## src/rtl/alu16_sequencer_pkg.sv

```systemverilog
// Shared types for the 16-bit ALU sequencer.
// ALUOp encodings, FSM states and small op-class helpers.
package alu16_sequencer_pkg;

   localparam int BYTE_W = 8;
   localparam int WORD_W = 16;

   typedef enum logic [3:0] {
      ALU_AND  = 4'd0,
      ALU_XOR  = 4'd1,
      ALU_OR   = 4'd2,
      ALU_LSL  = 4'd3,
      ALU_LSR  = 4'd4,
      ALU_ADD  = 4'd5,
      ALU_SUB  = 4'd6,
      ALU_LT   = 4'd7,
      ALU_GT   = 4'd8,
      ALU_EQ   = 4'd9,
      ALU_PASS = 4'd15
   } alu_op_e;

   typedef enum logic [1:0] {
      ST_IDLE,
      ST_PASS1,
      ST_PASS2,
      ST_DONE
   } seq_state_e;

   // Unused encodings all behave as "pass inA".
   function automatic alu_op_e norm_op(input logic [3:0] op);
      if (op <= 4'd9) return alu_op_e'(op);
      return ALU_PASS;
   endfunction

   function automatic logic is_cmp(input alu_op_e op);
      return (op == ALU_LT) || (op == ALU_GT) || (op == ALU_EQ);
   endfunction

   function automatic logic has_carry(input alu_op_e op);
      return (op == ALU_LSL) || (op == ALU_LSR) ||
             (op == ALU_ADD) || (op == ALU_SUB);
   endfunction

endpackage

```

## src/rtl/alu16_sequencer.sv

```systemverilog
// Runs 16-bit ops on an external 8-bit ALU as two byte passes.
// Ports: clk, reset (sync, active-high); req_* valid/ready request
// (op, a, b, cin); rsp_* valid/ready response (rslt, carry, flag);
// alu_op/alu_inA/alu_inB/alu_cin to ALU; alu_rslt/alu_cout/alu_flag back.
module alu16_sequencer
   import alu16_sequencer_pkg::*;
(
   input  logic        clk,
   input  logic        reset,
   input  logic        req_valid,
   output logic        req_ready,
   input  logic [3:0]  req_op,
   input  logic [15:0] req_a,
   input  logic [15:0] req_b,
   input  logic        req_cin,
   output logic        rsp_valid,
   input  logic        rsp_ready,
   output logic [15:0] rsp_rslt,
   output logic        rsp_carry,
   output logic        rsp_flag,
   output logic [3:0]  alu_op,
   output logic [7:0]  alu_inA,
   output logic [7:0]  alu_inB,
   output logic        alu_cin,
   input  logic [7:0]  alu_rslt,
   input  logic        alu_cout,
   input  logic        alu_flag
);

   seq_state_e  state_q, state_d;
   alu_op_e     op_q, op_d;
   logic [15:0] a_q, a_d;
   logic [15:0] b_q, b_d;
   logic [7:0]  byte_q, byte_d;

   logic [3:0]  alu_op_d;
   logic [7:0]  alu_ina_d, alu_inb_d;
   logic        alu_cin_d;

   logic        rsp_valid_d;
   logic [15:0] rsp_rslt_d;
   logic        rsp_carry_d, rsp_flag_d;

   alu_op_e     req_op_n;

   assign req_op_n  = norm_op(req_op);
   assign req_ready = (state_q == ST_IDLE);

   always_ff @(posedge clk) begin
      if (reset) begin
         state_q   <= ST_IDLE;
         op_q      <= ALU_PASS;
         a_q       <= '0;
         b_q       <= '0;
         byte_q    <= '0;
         alu_op    <= 4'b1111;
         alu_inA   <= '0;
         alu_inB   <= '0;
         alu_cin   <= 1'b0;
         rsp_valid <= 1'b0;
         rsp_rslt  <= '0;
         rsp_carry <= 1'b0;
         rsp_flag  <= 1'b0;
      end else begin
         state_q   <= state_d;
         op_q      <= op_d;
         a_q       <= a_d;
         b_q       <= b_d;
         byte_q    <= byte_d;
         alu_op    <= alu_op_d;
         alu_inA   <= alu_ina_d;
         alu_inB   <= alu_inb_d;
         alu_cin   <= alu_cin_d;
         rsp_valid <= rsp_valid_d;
         rsp_rslt  <= rsp_rslt_d;
         rsp_carry <= rsp_carry_d;
         rsp_flag  <= rsp_flag_d;
      end
   end

   always_comb begin
      state_d     = state_q;
      op_d        = op_q;
      a_d         = a_q;
      b_d         = b_q;
      byte_d      = byte_q;
      alu_op_d    = alu_op;
      alu_ina_d   = alu_inA;
      alu_inb_d   = alu_inB;
      alu_cin_d   = alu_cin;
      rsp_valid_d = rsp_valid;
      rsp_rslt_d  = rsp_rslt;
      rsp_carry_d = rsp_carry;
      rsp_flag_d  = rsp_flag;

      unique case (state_q)
         ST_IDLE: begin
            if (req_valid) begin
               state_d   = ST_PASS1;
               op_d      = req_op_n;
               a_d       = req_a;
               b_d       = req_b;
               // First pass: low bytes unless the op starts high.
               alu_op_d  = req_op_n;
               alu_ina_d = req_a[7:0];
               alu_inb_d = req_b[7:0];
               alu_cin_d = 1'b0;
               unique case (req_op_n)
                  ALU_SUB: begin
                     alu_op_d  = ALU_ADD;
                     alu_inb_d = ~req_b[7:0];
                     alu_cin_d = 1'b1;
                  end
                  ALU_LSL: alu_cin_d = req_cin;
                  ALU_LSR: begin
                     alu_ina_d = req_a[15:8];
                     alu_inb_d = req_b[15:8];
                     alu_cin_d = req_cin;
                  end
                  ALU_LT, ALU_GT, ALU_EQ: begin
                     // High-byte equality decides the deciding byte.
                     alu_op_d  = ALU_EQ;
                     alu_ina_d = req_a[15:8];
                     alu_inb_d = req_b[15:8];
                  end
                  default: ;
               endcase
            end
         end

         ST_PASS1: begin
            state_d   = ST_PASS2;
            byte_d    = alu_rslt;
            alu_op_d  = op_q;
            alu_ina_d = a_q[15:8];
            alu_inb_d = b_q[15:8];
            alu_cin_d = 1'b0;
            unique case (op_q)
               ALU_SUB: begin
                  alu_op_d  = ALU_ADD;
                  alu_inb_d = ~b_q[15:8];
                  alu_cin_d = alu_cout;
               end
               ALU_ADD, ALU_LSL: alu_cin_d = alu_cout;
               ALU_LSR: begin
                  alu_ina_d = a_q[7:0];
                  alu_inb_d = b_q[7:0];
                  alu_cin_d = alu_cout;
               end
               ALU_LT, ALU_GT, ALU_EQ: begin
                  if (alu_flag) begin
                     alu_ina_d = a_q[7:0];
                     alu_inb_d = b_q[7:0];
                  end
               end
               default: ;
            endcase
         end

         ST_PASS2: begin
            state_d     = ST_DONE;
            rsp_valid_d = 1'b1;
            rsp_rslt_d  = {alu_rslt, byte_q};
            rsp_carry_d = 1'b0;
            rsp_flag_d  = 1'b0;
            // LSR produced the high byte first.
            if (op_q == ALU_LSR) rsp_rslt_d = {byte_q, alu_rslt};
            if (has_carry(op_q)) rsp_carry_d = alu_cout;
            if (is_cmp(op_q)) begin
               rsp_rslt_d = '0;
               rsp_flag_d = alu_flag;
            end
            alu_op_d  = ALU_PASS;
            alu_ina_d = '0;
            alu_inb_d = '0;
            alu_cin_d = 1'b0;
         end

         ST_DONE: begin
            if (rsp_ready) begin
               state_d     = ST_IDLE;
               rsp_valid_d = 1'b0;
            end
         end
      endcase
   end

endmodule
```

## config.mk

```make
export PLATFORM = sky130hd
export DESIGN_NAME = alu16_sequencer
export DESIGN_NICKNAME = d
export VERILOG_FILES = /design/src/rtl/alu16_sequencer_pkg.sv /design/src/rtl/alu16_sequencer.sv
export SDC_FILE = /design/constraint.sdc
export NUM_CORES = 1
export LEC_CHECK = 0
export ABC_AREA = 1
export BUFFER_PORTS_ARGS = -buffer_cell sky130_fd_sc_hd__buf_2
export CAP_MARGIN = 20
export CORE_MARGIN = 8
export CORE_UTILIZATION = 55
export DETAILED_ROUTE_END_ITERATION = 12
export PLACE_DENSITY = 0.9
export SLEW_MARGIN = 20
export SYNTH_ARGS = -nofsm -noshare
export SYNTH_HDL_FRONTEND = slang
export SYNTH_SLANG_ARGS = --single-unit
```

## constraint.sdc

```tcl
create_clock -name clk -period 2.28 [get_ports clk]
set_input_delay 0.342 -clock clk [delete_from_list [all_inputs] [get_ports clk]]
set_output_delay 0.342 -clock clk [all_outputs]
set_load 0.02 [all_outputs]
```

==> flow_metrics.env, run 1 <==
export IMPL_status="complete, no violations"
export IMPL_max_freq_mhz=521.6
export IMPL_num_rows=32
export IMPL_ys_ff_latch=86
export IMPL_wl_per_cell_um=14.88
export IMPL_core_sq_mm=0.007687
export IMPL_cts_hold_buffers=0
export IMPL_synth_area_per_cell_sq_um=6.719
export IMPL_power_density_mw_per_mm2=1220
export IMPL_fin_crit_sh_pct=84.09
export IMPL_synthMuxAreaShare_pct=0
export IMPL_synthAdderAreaFrac_pct=1.437
export IMPL_gr_usage_met3_pct=4.853
export IMPL_crit_fanout=11
export IMPL_utilization_pct=65.36
export IMPL_layout_min_cycle_time_ns=1.917
export IMPL_synthCells=648
export IMPL_diodes=0
export IMPL_vdd_drop_max_mv=0.6384
export IMPL_ys_seq_area_share_pct=39.54
export IMPL_final_hold_viol_count=0
export IMPL_path_class="flip-flop to flip-flop"
export IMPL_final_cell_mix="nand2_1 (147), nor2_1 (93), buf_2 (91), dfxtp_1 (86), a21oi_1 (70)"
export IMPL_worstHoldStart="req_a[15]"
export IMPL_grt_max_degree=55
export IMPL_antenna_found_initial=0
export IMPL_globalplace_congestion=0.8370
export IMPL_r2r_end="alu_inA[4]"
export IMPL_grtUsageMet1_pct=24.21
export IMPL_initialDrtViolationCount=378
export IMPL_hpwl_um=8625
export IMPL_routed_wl_um=12300
export IMPL_grt_pass1_vias=4721
export IMPL_multiInputGateArea_sq_mm=0.002255
export IMPL_hold_depth=3
export IMPL_ioPinCount=92
export IMPL_synth_simple_area_share_pct=28.68
export IMPL_placed_cell_area_sq_mm=0.004821
export IMPL_grt_use_met2_pct=38.33
export IMPL_yosys_cell_types_count=31
export IMPL_yosysWarningCount=0
export IMPL_drc=0
export IMPL_tightest_slew_ns=0.5501
export IMPL_start_util_pct=56.64
export IMPL_overflow=0
export IMPL_nets=776
export IMPL_numPlacedInstances=811
export IMPL_crit_path_start="op_q[1]"
export IMPL_cts_root_buffer_cell="clkbuf_8"
export IMPL_final_common_cell="nand2_1"
export IMPL_dieArea_sq_mm=0.01102
export IMPL_setup_viol=0
export IMPL_power_total_w=0.006130
export IMPL_ff2ff_path_depth=12
export IMPL_ant_nets=0
export IMPL_htreeDepth=3
export IMPL_cts_tree="yes"
export IMPL_relSlewSlack_pct=63.28
export IMPL_port_buffers=91
export IMPL_vias=4666
export IMPL_worstSkewPairLatency_ns=0.37
export IMPL_fillCellCount=680
export IMPL_cp_end_kind="flip-flop"
export IMPL_fin_cells=827
export IMPL_track_usage_pct=22.10
export IMPL_ff2ff_setup_slack_ns=0.36
export IMPL_synthXorXnorAreaFrac_pct=0
export IMPL_worstPathRequired_ns=2.59
export IMPL_firstDrtPassIters=5
export IMPL_synth_top_family_by_area="simple AND/OR/NAND/NOR gates"
export IMPL_drive_gt1_share_pct=19.03
export IMPL_hold_class="input port to flip-flop"
export IMPL_die_x_um=105.0
export IMPL_timing_rr_start="op_q[1]"
export IMPL_maxCapViolCount=0
export IMPL_fin_area_sq_mm=0.005025
export IMPL_synth_compound_area_share_pct=21.61
export IMPL_synth_area_sq_mm=0.004354
export IMPL_area_growth_pct=15.40
export IMPL_endpoint="alu_inA[4]"
export IMPL_cts_sinks=86
export IMPL_critPathLaunchType="flip-flop"
export IMPL_syn_num_nets=704
export IMPL_numCtsBuffers=9
export IMPL_rsz0062_at_grt="no"
export IMPL_regArea_sq_mm=0.001722
export IMPL_leakage_nw=2.434
export IMPL_crit_arrival_ns=2.23
export IMPL_vias_per_cell=5.642
export IMPL_ctsResizeCount=0
export IMPL_clockBufferDepth=2
export IMPL_setup_tns_ns=0
export IMPL_drv_slew=0
export IMPL_cts_setup_buffers=0
export IMPL_grt_pass1_wl_um=20700
export IMPL_clkTransAtPathRegs_ns=0.09
export IMPL_die_h_um=105.0
export IMPL_grt_busiest_layer="met2"
export IMPL_skew_ns=0.01802
-- state kept, by name (all words and copies together), names as in the netlist --
signal     flops
a_q           16
op_q           4
rsp_valid      1
alu_op         4
byte_q         8
state_q        2
rsp_carry      1
b_q           16
alu_inA        8
rsp_flag       1
alu_cin        1
rsp_rslt      16
alu_inB        8
-- critical path: stages, from the launching register on --
cell	delay (ns)
dfxtp_1	0.44
nand2_1	0.11
inv_2	0.08
nand2_2	0.05
nand2_2	0.31
nand2_2	0.26
nand2_2	0.23
nand2_1	0.07
nand2_1	0.07
nand2_1	0.05
nand3_1	0.08
nand2_1	0.05
inv_1	0.05
-- power by group --
group | internal (W) | leakage, nW | total [W] | switching [W]
combinational | 0.000884 | 1.62 | 0.00274 | 0.00185
clock | 0.000522 | 0.102 | 0.00113 | 0.000605
sequential | 0.00198 | 0.709 | 0.00227 | 0.000289
-- how the worst min path moves through the flow --
stage and end:
4_1_cts a_q[11], 2_1_floorplan b_q[10], 3_3_place_gp alu_op[3], 5_1_grt a_q[13]
6_report a_q[15], 3_5_place_dp rsp_rslt[1]
-- final cells by class --
| type | count | area share, % |
|---|---|---|
| tap | 102 | 2.540 |
| sequential | 86 | 34.26 |
| multi-input combinational | 471 | 44.87 |
| clock buffer | 9 | 2.465 |
| clock inverter | 7 | 1.594 |
| timing repair buffer | 99 | 10.26 |
| inverter | 53 | 4.009 |
-- logic make-up (layout without fill, tap and decap cells) --
kind of cell    after synthesis  in the layout
fa+ha+maj                     5              5
simple gates                294            294
buf+inv                      91            168
compound gates              172            172
flops                        86             86
-- layer usage --
| layer | vias to the layer above | wire length, um |
|---|---|---|
| met1 | 2144 | 4908 |
| li1 | 2264 | - |
| met2 | 218 | 6051 |
| met3 | 40 | 954 |
| met4 | 0 | 389 |
| met5 | - | 0 |
-- through the flow --
stage	setup WS, ns	hold slack, ns
3_5_place_dp	0.4215	0.4526
6_report	0.3627	0.2279
5_1_grt	0.2310	0.2361
4_1_cts	0.3855	0.2293
3_3_place_gp	0.5037	0.4492
2_1_floorplan	0.5423	0.4527
-- cells in the mapped netlist (all sizes together) --
cell	count	area [sq um]
nand4	2	18.77
o311ai	1	8.760
a31oi	1	6.260
clkbuf	25	93.84
o21ai	69	345.3
dfxtp	86	1722
a21o	1	7.510
o22ai	2	12.51
inv	51	193.9
nor3	2	10.01
a21oi	70	350.3
nor2	99	417.9
nand3	37	200.2
a22oi	1	7.510
nand2	153	594.3
ha	5	62.56
nor3b	1	7.510
buf	13	85.08
o211ai	26	195.2
clkinv	2	7.510
a211oi	1	7.510
Power figures use the tool's default switching activity.
==> run 2, diff against run 1 <==
--- a/config.mk
+++ b/config.mk
@@ -5,13 +5,13 @@
 export SDC_FILE = /design/constraint.sdc
 export NUM_CORES = 1
 export LEC_CHECK = 0
-export ABC_AREA = 1
+export ABC_AREA = 0
 export BUFFER_PORTS_ARGS = -buffer_cell sky130_fd_sc_hd__buf_2
 export CAP_MARGIN = 20
 export CORE_MARGIN = 8
-export CORE_UTILIZATION = 55
+export CORE_UTILIZATION = 50
 export DETAILED_ROUTE_END_ITERATION = 12
-export PLACE_DENSITY = 0.9
+export PLACE_DENSITY = 0.86
 export SLEW_MARGIN = 20
 export SYNTH_ARGS = -nofsm -noshare
 export SYNTH_HDL_FRONTEND = slang
==> constraint.sdc (replaced) <==
create_clock -name clk -period 1.7 [get_ports clk]
set_input_delay 0.255 -clock clk [delete_from_list [all_inputs] [get_ports clk]]
set_output_delay 0.255 -clock clk [all_outputs]
set_load 0.02 [all_outputs]
==> flow_metrics.env, run 2 <==
export IMPL_synthAdderAreaFrac_pct=1.350
export IMPL_htreeDepth=3
export IMPL_clkTransAtPathRegs_ns=0.10
export IMPL_yosys_top_cells_area="dfxtp_1 (37%), nand2_1 (6.9%), a21oi_1 (5.9%)"
export IMPL_seqPwrFrac_pct=32.8
export IMPL_track_usage_pct=21.88
export IMPL_synth_edff_count=0
export IMPL_grt_pass1_vias=4783
export IMPL_vdd_drop_max_mv=0.7173
export IMPL_ys_seq_area_share_pct=37.14
export IMPL_critPathLaunchType="flip-flop"
export IMPL_num_rows=35
export IMPL_path_class="flip-flop to flip-flop"
export IMPL_setup_viol=21
export IMPL_fin_crit_sh_pct=108.7
export IMPL_syn_num_nets=629
export IMPL_start_util_pct=50.89
export IMPL_hpwl_um=9807
export IMPL_vias=4864
export IMPL_yosys_area_top_type="dfxtp_1"
export IMPL_overflow=0
export IMPL_crit_arrival_ns=2.09
export IMPL_globalplace_congestion=0.8508
export IMPL_dieArea_sq_mm=0.01261
export IMPL_yosys_cell_types_count=53
export IMPL_top_regs="a_q (16), b_q (16), rsp_rslt (16)"
export IMPL_placed_cell_area_sq_mm=0.005458
export IMPL_die_h_um=112.3
export IMPL_numPlacedInstances=772
export IMPL_fillCellCount=742
export IMPL_max_freq_mhz=541.4
export IMPL_endpoint="alu_inB[0]"
export IMPL_utilization_pct=64.34
export IMPL_initialDrtViolationCount=477
export IMPL_cts_tree="yes"
export IMPL_fin_cells=790
export IMPL_setup_slack_ns=-0.1472
export IMPL_grt_max_degree=87
export IMPL_grt_pass1_wl_um=23020
export IMPL_ff2ff_setup_slack_ns=-0.15
export IMPL_power_density_mw_per_mm2=1492
export IMPL_netlist_top_cells_count="dfxtp_1 (86), nand2_1 (85), nor2_1 (67), a21oi_1 (55), clkbuf_1 (42)"
export IMPL_crit_fanout=8
export IMPL_wl_per_cell_um=18.00
export IMPL_synth_ff_type="dfxtp_1"
export IMPL_cts_root_buffer_cell="clkbuf_8"
export IMPL_synthArstFlopShare_pct=0
export IMPL_ys_ff_latch=86
export IMPL_final_hold_viol_count=0
export IMPL_timing_rr_start="op_q[2]"
export IMPL_vias_per_cell=6.157
export IMPL_drive_gt1_share_pct=32.40
export IMPL_synthXorXnorAreaFrac_pct=0.1889
export IMPL_area_growth_pct=26.42
export IMPL_ant_nets=0
export IMPL_p_switching_w=0.003818
export IMPL_ioPinCount=92
export IMPL_synth_top_area_share_pct=37.14
export IMPL_pwr_share_clk_pct=16.2
export IMPL_diodes=0
export IMPL_numCtsBuffers=9
export IMPL_r2r_end="alu_inB[0]"
export IMPL_power_total_w=0.008744
export IMPL_yosysWarningCount=0
export IMPL_port_buffers=91
export IMPL_status="complete, but fails checks"
export IMPL_drc=0
export IMPL_synth_area_sq_mm=0.004636
export IMPL_pwr_share_comb_pct=51.0
export IMPL_synth_top_family_by_area="simple AND/OR/NAND/NOR gates"
export IMPL_worstPathRequired_ns=1.94
export IMPL_leakage_nw=2.343
export IMPL_antenna_found_initial=0
export IMPL_p_int_w=0.004926
export IMPL_yosysMostFrequentCell="dfxtp_1"
export IMPL_rsz0062_at_grt="yes"
export IMPL_cts_hold_buffers=0
export IMPL_cts_sinks=86
export IMPL_maxCapViolCount=0
export IMPL_nets=730
export IMPL_synth_compound_area_share_pct=22.70
export IMPL_cp_end_kind="flip-flop"
export IMPL_hold_class="input port to flip-flop"
export IMPL_firstDrtPassIters=7
export IMPL_swShare_pct=43.66
export IMPL_core_sq_mm=0.009109
export IMPL_crit_path_start="op_q[2]"
export IMPL_drv_slew=0
export IMPL_layout_min_cycle_time_ns=1.847
export IMPL_violations="negative setup slack"
export IMPL_synthMuxAreaShare_pct=7.989
export IMPL_synthCells=573
export IMPL_die_x_um=112.3
export IMPL_worstSkewPairLatency_ns=0.36
export IMPL_ff2ff_path_depth=6
export IMPL_skew_ns=0.007920
export IMPL_hold_worst_slack_ns=0.1401
export IMPL_fin_area_sq_mm=0.005861
export IMPL_routed_wl_um=14220
export IMPL_final_common_cell="buf_2"
export IMPL_synth_area_per_cell_sq_um=8.090
export IMPL_synth_simple_area_share_pct=25.48
export IMPL_relSlewSlack_pct=62.40
export IMPL_clockBufferDepth=2
export IMPL_final_cell_mix="buf_2 (91), nand2_1 (85), dfxtp_1 (81), nor2_1 (67), a21oi_1 (54)"
export IMPL_tightest_slew_ns=0.5628
run 2: cell count changes after synthesis, moves of 9 or more:
cell and delta:
a21oi_1 -15, clkbuf_1 +17, o21ai_0 -66, nor3_1 +9, nor2_1 -27, nor2b_1 +16, inv_1 -42, nand3_1 -25
nand2_1 -62, mux2i_1 +25
run 2: worst min path at each step:
stage                     startpoint       to  slack (ns)  depth (start not counted)
after floorplan             req_a[0]   a_q[0]        0.39                          2
after global placement       a_q[11]  a_q[11]        0.44                          2
after detailed placement      a_q[7]   a_q[7]        0.45                          2
after CTS                   req_a[1]   a_q[1]        0.14                          3
after global routing        req_a[8]   a_q[8]        0.14                          3
final                       req_a[2]   a_q[2]        0.14                          3
run 2: layer usage:
layer | GRT usage (%) | up-vias | wire length, um
met4 | 11.06 | 0 | 462
met3 | 4.294 | 56 | 1116
li1 | - | 2267 | -
met2 | 37.54 | 247 | 7071
met1 | 25.43 | 2294 | 5570
met5 | 0 | - | 0
run 2: power groups by stage:
stage	sequential (W)	clock (W)	combinational, W
final	0.00287	0.00142	0.00446
after global routing	0.00291	0.00152	0.00481
after CTS	0.00284	0.00143	0.00423
after detailed placement	0.00287	0	0.00410
after global placement	0.00284	0	0.00398
after floorplan	0.00312	0	0.00251
run 2: cells by family (layout without fill, tap and decap cells):
| family | count (synthesis) | count (layout) |
|---|---|---|
| AND/OR/NAND/NOR | 240 | 240 |
| AO/OA/AOI/OAI | 151 | 151 |
| flip-flops | 86 | 86 |
| buffers and inverters | 57 | 163 |
| multiplexers | 33 | 33 |
| adder cells (fa/ha/maj) | 5 | 5 |
| XOR/XNOR | 1 | 1 |
run 2: final cells by class:
class                   instances  area [sq um]  share of cell area (%)
repair buffers                144         902.1                   15.39
flip-flops and latches         86          1730                   29.53
multi-input cells             430          2889                   49.30
clock buffers                   9         123.9                   2.114
inverters                       3         11.26                  0.1921
well taps                     111         138.9                   2.370
clock inverters                 7         65.06                   1.110
run 2: what timing repair did:
| item | CTS | global route |
|---|---|---|
| gates resized for setup | 18 | 16 |
| pin swaps | 14 | 5 |
| buffers inserted | 2 | 1 |
| setup endpoints to repair | 28 | 35 |
run 2: worst max-delay path: stages, from the launching register on:
cell and delay (ns):
dfxtp_2 0.37, and4bb_2 0.30, buf_6 0.13, a211o_1 0.31, buf_12 0.17, a221oi_4 0.31, o22ai_1 0.12
run 2: through the flow:
stage	worst slack [ns]	setup TNS [ns]
4_1_cts	-0.1035	-0.6990
2_1_floorplan	-0.1783	-1.426
3_3_place_gp	-0.1124	-0.9781
6_report	-0.1472	-1.401
3_5_place_dp	-0.2313	-2.133
5_1_grt	-0.1729	-3.226
